==> src/rtl/sudoku_puzzle_loader_if.sv <==
// Puzzle word stream: valid/ready handshake carrying 8 BCD digits per word.
interface sudoku_puzzle_loader_if #(
    parameter int DW = 32
);
    logic          in_valid;
    logic          in_ready;
    logic [DW-1:0] in_data;
    logic          in_last;

    modport master (output in_valid, output in_data, output in_last, input in_ready);
    modport slave  (input in_valid, input in_data, input in_last, output in_ready);
endinterface

==> src/rtl/sudoku_puzzle_loader.sv <==
// Unpacks a BCD puzzle frame into one-hot cells, then starts the solver and
// blocks further input until the solver reports done.
module sudoku_puzzle_loader #(
    parameter int WIDTH           = 9,
    parameter int DIGITS_PER_WORD = 8,
    parameter int NUM_WORDS       = 11
) (
    input  logic                           clk,
    input  logic                           reset,
    sudoku_puzzle_loader_if.slave          in_if,
    output logic [WIDTH*WIDTH*WIDTH-1:0]   initial_vals,
    output logic                           solver_start,
    input  logic                           solver_done,
    output logic                           busy,
    output logic                           err_digit,
    output logic                           err_frame
);
    localparam int NCELLS = WIDTH * WIDTH;
    localparam int CW     = $clog2(NUM_WORDS + 1);
    localparam int DPW    = DIGITS_PER_WORD;

    typedef enum logic [1:0] {S_IDLE, S_LOAD, S_START, S_WAIT} state_t;

    state_t                       r_state, w_next;
    logic [CW-1:0]                r_cnt;
    logic [CW-1:0]                w_word;
    logic                         w_fire;
    logic                         w_last_word;
    logic                         w_frame_err;
    logic                         w_bad_nib;
    logic [DPW-1:0]               w_nib_bad;
    logic [DPW-1:0][WIDTH-1:0]    w_dec;
    logic [NCELLS-1:0][WIDTH-1:0] r_cells;
    logic                         r_err_digit;
    logic                         r_err_frame;

    assign w_fire      = in_if.in_valid && in_if.in_ready;
    // The IDLE word is always word 0; the counter only tracks words inside LOAD.
    assign w_word      = (r_state == S_LOAD) ? r_cnt : '0;
    assign w_last_word = (w_word == CW'(NUM_WORDS - 1));
    assign w_frame_err = w_fire && (in_if.in_last != w_last_word);
    assign w_bad_nib   = |w_nib_bad;

    for (genvar k = 0; k < DPW; k++) begin : g_nib
        localparam int LIM = (NCELLS - k + DPW - 1) / DPW;
        logic [3:0] w_nib;
        assign w_nib        = in_if.in_data[4*k +: 4];
        assign w_dec[k]     = (w_nib >= 4'd1 && w_nib <= 4'(WIDTH))
                              ? (WIDTH'(1) << (w_nib - 4'd1)) : '0;
        // Nibbles past the last cell of the grid are padding and never flag errors.
        assign w_nib_bad[k] = (w_nib > 4'(WIDTH)) && (w_word < CW'(LIM));
    end

    always_ff @(posedge clk) begin
        if (reset) r_state <= S_IDLE;
        else       r_state <= w_next;
    end

    always_comb begin
        w_next = r_state;
        case (r_state)
            S_IDLE:  if (w_fire) w_next = in_if.in_last ? S_IDLE : S_LOAD;
            S_LOAD: begin
                if (w_fire) begin
                    if (w_last_word && in_if.in_last)      w_next = S_START;
                    else if (w_last_word || in_if.in_last) w_next = S_IDLE;
                end
            end
            S_START: w_next = S_WAIT;
            S_WAIT:  if (solver_done) w_next = S_IDLE;
            default: w_next = S_IDLE;
        endcase
    end

    always_comb begin
        in_if.in_ready = 1'b0;
        solver_start   = 1'b0;
        busy           = 1'b0;
        case (r_state)
            S_IDLE:  in_if.in_ready = 1'b1;
            S_LOAD: begin
                in_if.in_ready = 1'b1;
                busy           = 1'b1;
            end
            S_START: begin
                solver_start = 1'b1;
                busy         = 1'b1;
            end
            S_WAIT:  busy = 1'b1;
            default: ;
        endcase
    end

    always_ff @(posedge clk) begin
        if (reset) begin
            r_cnt       <= '0;
            r_err_digit <= 1'b0;
            r_err_frame <= 1'b0;
        end else begin
            r_err_frame <= w_frame_err;
            if (w_fire) begin
                r_cnt       <= (w_next == S_LOAD) ? (w_word + CW'(1)) : '0;
                r_err_digit <= ((r_state == S_IDLE) ? 1'b0 : r_err_digit) | w_bad_nib;
            end
        end
    end

    always_ff @(posedge clk) begin
        if (reset) begin
            r_cells <= '0;
        end else begin
            for (int c = 0; c < NCELLS; c++) begin
                if (w_fire && w_word == CW'(c / DPW))
                    r_cells[c] <= w_dec[c % DPW];
            end
        end
    end

    assign initial_vals = r_cells;
    assign err_digit    = r_err_digit;
    assign err_frame    = r_err_frame;
endmodule

==> src/flat_wrapper.sv <==
// flat-port wrapper written by rule: the top's interface ports become plain ports
module sudoku_puzzle_loader_flat 
#(
    parameter int WIDTH           = 9,
    parameter int DIGITS_PER_WORD = 8,
    parameter int NUM_WORDS       = 11
)
  (clk, reset, initial_vals, solver_start, solver_done, busy, err_digit, err_frame, in_if_in_valid, in_if_in_data, in_if_in_last, in_if_in_ready);
  sudoku_puzzle_loader_if in_if_i ();
  input  logic clk;
  input  logic reset;
  output logic [WIDTH*WIDTH*WIDTH-1:0] initial_vals;
  output logic solver_start;
  input  logic solver_done;
  output logic busy;
  output logic err_digit;
  output logic err_frame;
  input wire logic [$bits(in_if_i.in_valid)-1:0] in_if_in_valid;
  input wire logic [$bits(in_if_i.in_data)-1:0] in_if_in_data;
  input wire logic [$bits(in_if_i.in_last)-1:0] in_if_in_last;
  output wire logic [$bits(in_if_i.in_ready)-1:0] in_if_in_ready;
  assign in_if_i.in_valid = in_if_in_valid;
  assign in_if_i.in_data = in_if_in_data;
  assign in_if_i.in_last = in_if_in_last;
  assign in_if_in_ready = in_if_i.in_ready;
  sudoku_puzzle_loader #(.WIDTH(WIDTH), .DIGITS_PER_WORD(DIGITS_PER_WORD), .NUM_WORDS(NUM_WORDS)) u_core (.clk(clk), .reset(reset), .in_if(in_if_i), .initial_vals(initial_vals), .solver_start(solver_start), .solver_done(solver_done), .busy(busy), .err_digit(err_digit), .err_frame(err_frame));
endmodule
==> config.mk <==
export PLATFORM = sky130hd
export DESIGN_NAME = sudoku_puzzle_loader_flat
export DESIGN_NICKNAME = d
export VERILOG_FILES = /design/src/rtl/sudoku_puzzle_loader_if.sv /design/src/rtl/sudoku_puzzle_loader.sv /design/src/flat_wrapper.sv
export SDC_FILE = /design/constraint.sdc
export NUM_CORES = 1
export LEC_CHECK = 0
export BUFFER_PORTS_ARGS = -buffer_cell sky130_fd_sc_hd__buf_2
export CORE_AREA = 2 2 297 299
export CTS_CLUSTER_DIAMETER = 150
export DETAILED_ROUTE_END_ITERATION = 10
export DIE_AREA = 0 0 299 301
export SYNTH_ARGS = -nofsm -noshare
export SYNTH_HDL_FRONTEND = slang
export SYNTH_SLANG_ARGS = --single-unit
==> constraint.sdc <==
create_clock -name clk -period 2.3 [get_ports clk]
set_input_delay 0 -clock clk [delete_from_list [all_inputs] [get_ports clk]]
set_output_delay 0 -clock clk [all_outputs]
set_load 0.02 [all_outputs]
==> qor.yml, run 1 <==
run_status:
  status: "finished, final reports clean"
grt:
  grt_max_degree: 126
  gr-total-overflow: 0
  grt_pass1_vias: 24830
  antenna_found_initial: 7
  grt_pass1_wl_um: 160900
  grtUsageTotal_pct: 23.44
synthesis:
  synth_seq_cells: 737
  synthesis.area_um2: 26720
  async_reset_ff_share_pct: 0
  synth_edf_count: 0
  ys.flop_type: "dfxtp_1"
  netlist_instances: 3389
  synth_area_leaders: "dfxtp_1 (55%), nand2_1 (20%), a21oi_1 (13%), buf_2 (2.0%), clkbuf_1 (1.7%)"
  synth_top_cell_by_area: "dfxtp_1"
  synthTopCellsByCount: "nand2_1 (1,428), dfxtp_1 (737), a21oi_1 (708)"
  yosysMostFrequentCell: "nand2_1"
  synth_cell_type_count: 42
  syn_avg_cell_area_um2: 7.884
  ys_seq_area_share_pct: 55.22
  synth_top_cell_area_share_pct: 55.22
  syn_nets: 3434
  yosysWarnings: 0
setup_path:
  cp-start-kind: "flop"
  worstSetupPathType: "flop to flop"
  slowest_stage: "dlygate4sd3_1"
  path_buf_inv: 1
  path_delay_family: "buffers and inverters"
  worstPathRequired_ps: 2810
  cp.arrival_ps: 2700
  endpoint_kind: "flop"
  cpPeakStageDelay_ps: 590
  critPathMaxFanout: 8
  cp_cell_sequence: "nor2b_4, and2_1, ha_1, and2_1, ha_1, a32oi_2, dlygate4sd3_1, nor2_1"
pwr:
  irDropWorstVdd_mv: 0.6198
  p_leak_nw: 14.63
  power_density_nw_per_um2: 776.1
timing:
  max_freq_mhz: 457.3
  rsz0062_at_grt: "false"
  period_needed_ps: 2187
  maxSlewHeadroom_pct: 34.06
  setup_slack_ps: 113.1
  drv_slew: 0
  finClkSkew_ps: 42.73
  tns_ps: 0
  setup_viol: 0
  timing.final.crit_share_pct: 95.08
  hold_viol_final: 0
  tightest_slew_ps: 983.8
cells_and_area:
  layout-drive-gt1-share_pct: 26.54
  area.growth.synth_to_final_pct: 34.05
  finalNetCount: 4206
drt:
  vias: 26130
  drt-total-wl_um: 110700
  vias_per_cell: 4.855
  drc_errors: 0
  detail-route-antenna-nets: 0
  wl_per_cell_um: 20.56
  dr.pass1.iters: 6
  drtIter0Drc: 1863
floorplanning:
  start_util_pct: 30.90
  fp.coreArea_um2: 86480
  die_h_um: 301
  die_w_um: 299
  fp-row-count: 108
  pin_count: 771
  die-area_um2: 90000
place:
  place_congestion: 0.8236
  portBuffers: 770
  hpwl_um: 75640
  place_ws_ps: 118.7
clock_tree:
  root_buffer: "clkbuf_16"
  cts_buffers: 82
  cts_max_path_buffers: 3
  clkSinkCount: 737
  clk_latency_ps: 640
  cts_tree: "done"
  clk_pin_slew_worst_paths_ps: 60
  htreeDepth: 3
  post_cts_buffers: 0
min_path:
  hold_class: "primary input to flop"
flow_run:
  maxCapViolCount: 0
==> power breakdown <==
part | total, mW | switching, mW | internal [mW]
combinational | 0.978 | 0.706 | 0.272
clock | 14.0 | 5.68 | 8.34
sequential | 12.8 | 0.0136 | 12.8
total | 27.8 | 6.40 | 21.4
==> state kept, by name, indices dropped and copies added (netlist names) <==
register	flops
u_core.err_digit	1
u_core.err_frame	1
u_core.initial_vals	729
u_core.r_cnt	4
u_core.r_state	2
==> final timing paths <==
check	start	endpoint	slack [ps]	cells after the start
max	u_core.r_state[1]$_SDFF_PP0_	u_core.r_state[1]$_SDFF_PP0_	110	8
min	solver_done	u_core.r_state[0]$_SDFF_PP0_	190	3
max reg2reg	u_core.r_state[1]$_SDFF_PP0_	u_core.r_state[1]$_SDFF_PP0_	110	8
min reg2reg	u_core.initial_vals[702]$_SDFFE_PP0P_	u_core.initial_vals[702]$_SDFFE_PP0P_	450	2
==> cell type report <==
cell class	count	area, um^2
Sequential cell	737	14760
Fill cell	8847	50660
Tap cell	1155	1445
Antenna cell	1	2.502
Inverter	7	26.28
Multi-Input combinational cell	2363	10650
Clock buffer	110	2290
Timing Repair Buffer	970	6051
Clock inverter	40	598.1
==> worst reg2reg max path, stage by stage (launching register included) <==
cell and delay (ps):
dfxtp_2 410, nor2b_4 80, and2_1 190, ha_1 200, and2_1 160, ha_1 210
a32oi_2 200, dlygate4sd3_1 590, nor2_1 40
==> metal layers <==
metal	up-vias	routed length (um)	GRT usage (%)
met1	12270	44100	28.62
met2	1156	52770	39.51
li1	12470	-	-
met5	-	41	0
met3	236	9438	5.772
met4	6	4308	9.488
==> repair_timing <==
item                                    4_1_cts  5_1_grt
endpoints found under the hold margin       538        0
endpoints found under the setup margin        0       53
gates resized for setup                       0        4
hold buffers                                 54        0
==> cells by family after synthesis <==
logic type | after synthesis | synth area share [%]
XOR/XNOR | 2 | 0.06557
AND/OR/NAND/NOR | 1599 | 24.36
buffers and inverters | 289 | 5.690
flip-flops | 737 | 55.22
adder cells (fa/ha/maj) | 8 | 0.3746
AO/OA/AOI/OAI | 754 | 14.29
==> per-stage QoR <==
stage | instances | cell area (um^2) | utilization (%) | total power [mW] | hold slack (ps)
after global placement | 5178 | 32370 | 37.43 | 13.98 | 231.2
final | 5383 | 35820 | 41.42 | 27.80 | 188.5
after floorplan | 3389 | 26720 | - | 13.56 | 118.7
after detailed placement | 5178 | 32370 | 37.43 | 13.98 | 236.9
after global routing | 5383 | 35820 | 41.42 | 28.59 | 169.9
after CTS | 5382 | 35800 | 41.39 | 28.04 | 130.8
==> layout by cell type, fill, tap and decap left out, types with 15 or more instances in the layout <==
cell type,count
nor2_1,30
nor3_2,37
clkinv_2,15
clkbuf_1,17
a21oi_1,708
nand2b_1,33
o21ai_0,28
dfxtp_1,736
buf_2,769
nand3b_1,24
clkbuf_16,84
buf_12,44
dlygate4sd3_1,54
nand2_1,1427
buf_4,102
No activity file was read; power rests on OpenSTA's default activity.
==> run 2: changes to the inputs <==
--- a/config.mk
+++ b/config.mk
@@ -6,10 +6,13 @@
 export NUM_CORES = 1
 export LEC_CHECK = 0
 export BUFFER_PORTS_ARGS = -buffer_cell sky130_fd_sc_hd__buf_2
-export CORE_AREA = 2 2 297 299
+export CELL_PAD_IN_SITES_DETAIL_PLACEMENT = 1
+export CELL_PAD_IN_SITES_GLOBAL_PLACEMENT = 2
+export CORE_MARGIN = 2
+export CORE_UTILIZATION = 29
 export CTS_CLUSTER_DIAMETER = 150
 export DETAILED_ROUTE_END_ITERATION = 10
-export DIE_AREA = 0 0 299 301
+export PLACE_DENSITY_LB_ADDON = 0.1
 export SYNTH_ARGS = -nofsm -noshare
 export SYNTH_HDL_FRONTEND = slang
 export SYNTH_SLANG_ARGS = --single-unit
==> qor.yml, run 2 (synthesis results as in run 1) <==
cells_and_area:
  finalNetCount: 4215  # +0.21%
  largest_reg_flops: 729  # unchanged
  final_common_cell: "nand2_1"
  final_cell_mix: "nand2_1 (1,428), buf_2 (769), dfxtp_1 (737)"
  layout-drive-gt1-share_pct: 26.42  # -0.13 points
  area.growth.synth_to_final_pct: 34.66
  fin_util_pct: 39.31  # -2.1 points
clock_tree:
  htreeDepth: 3  # unchanged
  clk_latency_ps: 660  # +20 ps
  clk_pin_slew_worst_paths_ps: 60  # about the same
  clkSinkCount: 737  # unchanged
  post_cts_buffers: 0  # unchanged
  root_buffer: "clkbuf_16"
  cts_tree: "done"
  cts_buffers: 88  # +7.3%
  cts_max_path_buffers: 3  # unchanged
setup_path:
  path_buf_inv: 2  # +1
  worstSetupPathType: "flop to flop"
  cpPeakStageDelay_ps: 590  # about the same
  cp-start-kind: "flop"
  worstPathRequired_ps: 2820  # about the same
  endpoint_kind: "flop"
  cp.arrival_ps: 2700  # about the same
  critPathMaxFanout: 7  # -1
  crit_path_start: "u_core.r_state[1]$_SDFF_PP0_"
  slowest_stage: "dlygate4sd3_1"
  worstReg2RegStart: "u_core.r_state[1]$_SDFF_PP0_"
  cp_cell_sequence: "buf_4, and4bb_4, and2_1, ha_1, a32oi_1, dlygate4sd3_1, nor2_1"
  path_delay_family: "buffers and inverters"
place:
  hpwl_um: 89710  # +19%
  place_congestion: 0.8008  # -2.8%
  portBuffers: 770  # unchanged
timing:
  drv_slew: 0  # unchanged
  setup_viol: 0  # unchanged
  maxSlewHeadroom_pct: 39.13  # +5.1 points
  timing.final.crit_share_pct: 94.71  # -0.37 points
  finClkSkew_ps: 15.61  # -27.12 ps
  hold_viol_final: 0  # unchanged
  holdWs_ps: 182.2  # -6.260 ps
  tightest_slew_ps: 908.1  # -75.72 ps
  max_freq_mhz: 459.0  # +0.39%
  period_needed_ps: 2178  # -8.408 ps
  rsz0062_at_grt: "false"
  tns_ps: 0  # unchanged
pwr:
  power_density_nw_per_um2: 780.7  # +0.60%
  p_leak_nw: 14.71  # +0.51%
  irDropWorstVdd_mv: 0.4651  # -25%
floorplanning:
  fp.coreArea_um2: 91520  # +5.8%
  start_util_pct: 29.19  # -1.7 points
  pin_count: 771  # unchanged
  fp-row-count: 111  # +2.8%
  die-area_um2: 94580  # +5.1%
  die_w_um: 307.5  # +2.9%
  die_h_um: 307.5  # +2.2%
drt:
  drc_errors: 0  # unchanged
  dr.pass1.iters: 5  # -1
  vias: 25980  # -0.59%
  drt-total-wl_um: 129400  # +17%
  drtIter0Drc: 1604  # -14%
  vias_per_cell: 4.787  # -1.4%
  detail-route-antenna-nets: 0  # unchanged
  wl_per_cell_um: 23.84  # +16%
grt:
  gr-total-overflow: 0  # unchanged
  grt_max_degree: 141  # +12%
  grtUsageTotal_pct: 26.57  # +3.1 points
  grt_pass1_vias: 25870  # +4.2%
  antenna_found_initial: 3  # -4
  grt_pass1_wl_um: 185100  # +15%
run_status:
  status: "finished, final reports clean"
min_path:
  worstHoldStart: "solver_done"
  hold_class: "primary input to flop"
flow_run:
  maxCapViolCount: 0  # unchanged
[run 2: changes by cell type in the layout (fill, tap and decap cells not counted), moves of 5 or more]
cell       previous run  this run
clkbuf_1             17        24
buf_4               102        97
clkbuf_16            84        91
bufinv_16            11         5
buf_12               44        50
clkbuf_8              9        23
[run 2: timing repair]
action,in CTS,in global routing
gates resized for setup,0,2
hold buffers,56,0
hold endpoints to repair,617,0
setup endpoints to repair,0,2
[run 2: tightest hold or removal path, stage by stage]
cell           delay, ps
dlygate4sd3_1        550
buf_2                140
a311oi_1              90
[run 2: where the power goes]
group | switching (mW) | internal (mW) | total (mW)
clock network | 5.76 | 8.54 | 14.3
logic | 0.713 | 0.272 | 0.985
registers | 0.0131 | 12.8 | 12.8
[run 2: worst paths after layout]
| check | end | slack, ps | cells past startpoint |
|---|---|---|---|
| min reg2reg | u_core.initial_vals[480]$_SDFFE_PP0P_ | 450 | 2 |
| max | u_core.r_state[1]$_SDFF_PP0_ | 120 | 7 |
| min | u_core.r_state[0]$_SDFF_PP0_ | 180 | 3 |
| max reg2reg | u_core.r_state[1]$_SDFF_PP0_ | 120 | 7 |
[run 2: per-stage QoR]
step	area [um^2]	setup slack (ps)	cells	total power [mW]
2_1_floorplan	26720	269.3	3389	13.56
3_3_place_gp	32480	277.5	5210	14.01
3_5_place_dp	32480	225.2	5210	14.01
4_1_cts	35970	109.7	5426	28.47
5_1_grt	35980	13.45	5426	29.01
6_report	35980	121.6	5427	28.09
[run 2: routing by layer]
metal	track usage [%]	vias up	part of all wire, %
li1	-	12490	-
met5	0	-	0.019
met2	44.32	718	48
met1	31.99	12580	41
met4	11.20	4	4.1
met3	7.508	196	7.0
[run 2: final cells by class]
class / count / area (um^2)
repair buffers: 973 / 6153
diodes: 1 / 2.502
flip-flops and latches: 737 / 14750
inverters: 7 / 26.28
fillers: 11180 / 55540
well taps: 1186 / 1484
clock inverters: 22 / 246.5
clock buffers: 138 / 2684
multi-input cells: 2363 / 10630
==> run 3: changes to the inputs <==
--- a/config.mk
+++ b/config.mk
@@ -6,13 +6,10 @@
 export NUM_CORES = 1
 export LEC_CHECK = 0
 export BUFFER_PORTS_ARGS = -buffer_cell sky130_fd_sc_hd__buf_2
-export CELL_PAD_IN_SITES_DETAIL_PLACEMENT = 1
-export CELL_PAD_IN_SITES_GLOBAL_PLACEMENT = 2
-export CORE_MARGIN = 2
-export CORE_UTILIZATION = 29
+export CORE_AREA = 2 2 297 299
 export CTS_CLUSTER_DIAMETER = 150
 export DETAILED_ROUTE_END_ITERATION = 10
-export PLACE_DENSITY_LB_ADDON = 0.1
+export DIE_AREA = 0 0 299 301
 export SYNTH_ARGS = -nofsm -noshare
 export SYNTH_HDL_FRONTEND = slang
 export SYNTH_SLANG_ARGS = --single-unit
==> constraint.sdc (replaced) <==
create_clock -name clk -period 2.2 [get_ports clk]
set_input_delay 0 -clock clk [delete_from_list [all_inputs] [get_ports clk]]
set_output_delay 0 -clock clk [all_outputs]
set_load 0.02 [all_outputs]
==> qor.yml, run 3 (synthesis results as in run 1) <==
timing:
  finClkSkew_ps: 22.12  # +6.515 ps
  rsz0062_at_grt: "true"
  max_freq_mhz: 466.4  # +1.6%
  maxSlewHeadroom_pct: 29.12  # -10 points
  holdWs_ps: 173.4  # -8.797 ps
  period_needed_ps: 2144  # -34.26 ps
  timing.final.crit_share_pct: 97.46  # +2.7 points
  tightest_slew_ps: 1057  # +149.4 ps
  setup_viol: 0  # unchanged
  drv_slew: 0  # unchanged
  hold_viol_final: 0  # unchanged
floorplanning:
  fp.coreArea_um2: 86480  # -5.5%
  die_h_um: 301  # -2.1%
  pin_count: 771  # unchanged
  die-area_um2: 90000  # -4.8%
  die_w_um: 299  # -2.8%
  fp-row-count: 108  # -2.7%
  start_util_pct: 30.90  # +1.7 points
setup_path:
  cp-start-kind: "flop"
  worstPathRequired_ps: 2710  # -110 ps
  critPathMaxFanout: 7  # unchanged
  worstSetupPathType: "flop to flop"
  cp_cell_sequence: "buf_6, and4bb_4, and2_1, ha_1, a32oi_1, dlygate4sd3_1, nor2_1"
  endpoint_kind: "flop"
  cp.arrival_ps: 2660  # -40 ps
  cpPeakStageDelay_ps: 580  # about the same
  slowest_stage: "dlygate4sd3_1"
drt:
  detail-route-antenna-nets: 0  # unchanged
  wl_per_cell_um: 20.44  # -14%
  drt-total-wl_um: 110200  # -15%
  drc_errors: 0  # unchanged
  vias: 26140  # +0.63%
  dr.pass1.iters: 6  # +1
  vias_per_cell: 4.851  # +1.3%
  drtIter0Drc: 2058  # +28%
clock_tree:
  cts_buffers: 83  # -5.7%
  root_buffer: "clkbuf_16"
  cts_max_path_buffers: 3  # unchanged
  cts_tree: "done"
  post_cts_buffers: 0  # unchanged
  htreeDepth: 3  # unchanged
  clk_pin_slew_worst_paths_ps: 60  # about the same
  clkSinkCount: 737  # unchanged
  clk_latency_ps: 650  # about the same
pwr:
  p_int_mw: 21.68  # +0.34%
  p_leak_nw: 14.60  # -0.75%
  power.switching_mw: 6.587  # +1.5%
  p_clk_share_pct: 49.0  # -1.9 points
  comb_power_share_pct: 3.6  # about the same
  switching_share_pct: 23.31  # +0.21 points
  irDropWorstVdd_mv: 0.5517  # +19%
  total_power_mw: 28.26  # +0.61%
  power_density_nw_per_um2: 790.3  # +1.2%
  power_frac_seq_pct: 47.4  # +1.8 points
grt:
  grt_pass1_wl_um: 160300  # -13%
  grt_max_degree: 158  # +12%
  gr-total-overflow: 0  # unchanged
  grtUsageTotal_pct: 23.34  # -3.2 points
  antenna_found_initial: 5  # +2
  grt_pass1_vias: 24640  # -4.7%
cells_and_area:
  finalNetCount: 4214  # -0.024%
  stdcell_area_um2: 35760  # -0.61%
  layout-drive-gt1-share_pct: 26.52  # +0.10 points
  area.growth.synth_to_final_pct: 33.85
  largest_reg_flops: 729  # unchanged
  final_cell_mix: "nand2_1 (1,428), buf_2 (769), dfxtp_1 (737)"
  final_common_cell: "nand2_1"
flow_run:
  maxCapViolCount: 0  # unchanged
place:
  portBuffers: 770  # unchanged
  place_congestion: 0.8317  # +3.9%
  hpwl_um: 75740  # -16%
  dpl_cell_area_um2: 32410  # -0.21%
run_status:
  status: "finished, final reports clean"
min_path:
  hold_class: "primary input to flop"
[run 3: changes by cell type in the layout (fill, tap and decap cells not counted), sizes merged]
cell	change
clkbuf	-18
clkinv	+3
clkinvlp	+3
dlygate4sd3	+3
bufinv	-2
diode	+2
buf	+1
inv	+1
[run 3: layout make-up]
cell class / count / area (um^2)
tap: 1155 / 1445
multi-input combinational: 2363 / 10650
clock inverter: 27 / 326.6
inverter: 7 / 26.28
sequential: 737 / 14750
antenna: 3 / 7.507
clock buffer: 120 / 2406
timing repair buffer: 977 / 6145
fill: 8843 / 50720
[run 3: path summary, 6_finish.rpt]
| check | startpoint | cells after the start | endpoint | slack [ps] |
|---|---|---|---|---|
| hold reg to reg | u_core.initial_vals[493]$_SDFFE_PP0P_ | 2 | u_core.initial_vals[493]$_SDFFE_PP0P_ | 450 |
| setup reg to reg | u_core.r_state[1]$_SDFF_PP0_ | 7 | u_core.r_state[1]$_SDFF_PP0_ | 60 |
| setup / recovery | u_core.r_state[1]$_SDFF_PP0_ | 7 | u_core.r_state[1]$_SDFF_PP0_ | 60 |
| hold / removal | solver_done | 3 | u_core.r_state[0]$_SDFF_PP0_ | 170 |
[run 3: worst max-delay path, delay by kind of cell, from the launching register on]
family,cells,cell delay (ps)
flip-flops,1,390
AND/OR/NAND/NOR,3,530
AO/OA/AOI/OAI,1,190
adder cells (fa/ha/maj),1,200
buffers and inverters,2,730
[run 3: per-layer routing]
| layer | GRT usage [%] | vias up | part of all wire (%) |
|---|---|---|---|
| met4 | 9.321 | 4 | 3.6 |
| met3 | 5.570 | 211 | 8.1 |
| met5 | 0 | - | 0.025 |
| li1 | - | 12490 | - |
| met1 | 29.01 | 12350 | 41 |
| met2 | 38.91 | 1089 | 48 |
[run 3: metrics by stage]
step / util (%) / worst slack [ps] / setup TNS [ps] / std cells
2_1_floorplan: - / 169.3 / 0 / 3389
3_3_place_gp: 37.48 / 171.4 / 0 / 5180
3_5_place_dp: 37.48 / 133.2 / 0 / 5180
4_1_cts: 41.32 / 72.80 / 0 / 5386
5_1_grt: 41.35 / -37.39 / -37.39 / 5387
6_report: 41.35 / 55.82 / 0 / 5389
[run 3: what timing repair did]
item	in CTS	in global routing
hold buffers	59	0
gates resized for setup	0	7
endpoints found under the hold margin	621	0
endpoints found under the setup margin	0	122
[run 3: power by group through the flow]
stage / sequential, mW / clock [mW] / combinational [mW]
3_5_place_dp: 13.7 / 0 / 0.934
2_1_floorplan: 13.7 / 0 / 0.465
6_report: 13.4 / 13.9 / 1.02
3_3_place_gp: 13.7 / 0 / 0.934
5_1_grt: 13.4 / 14.7 / 1.08
4_1_cts: 13.4 / 14.1 / 1.02
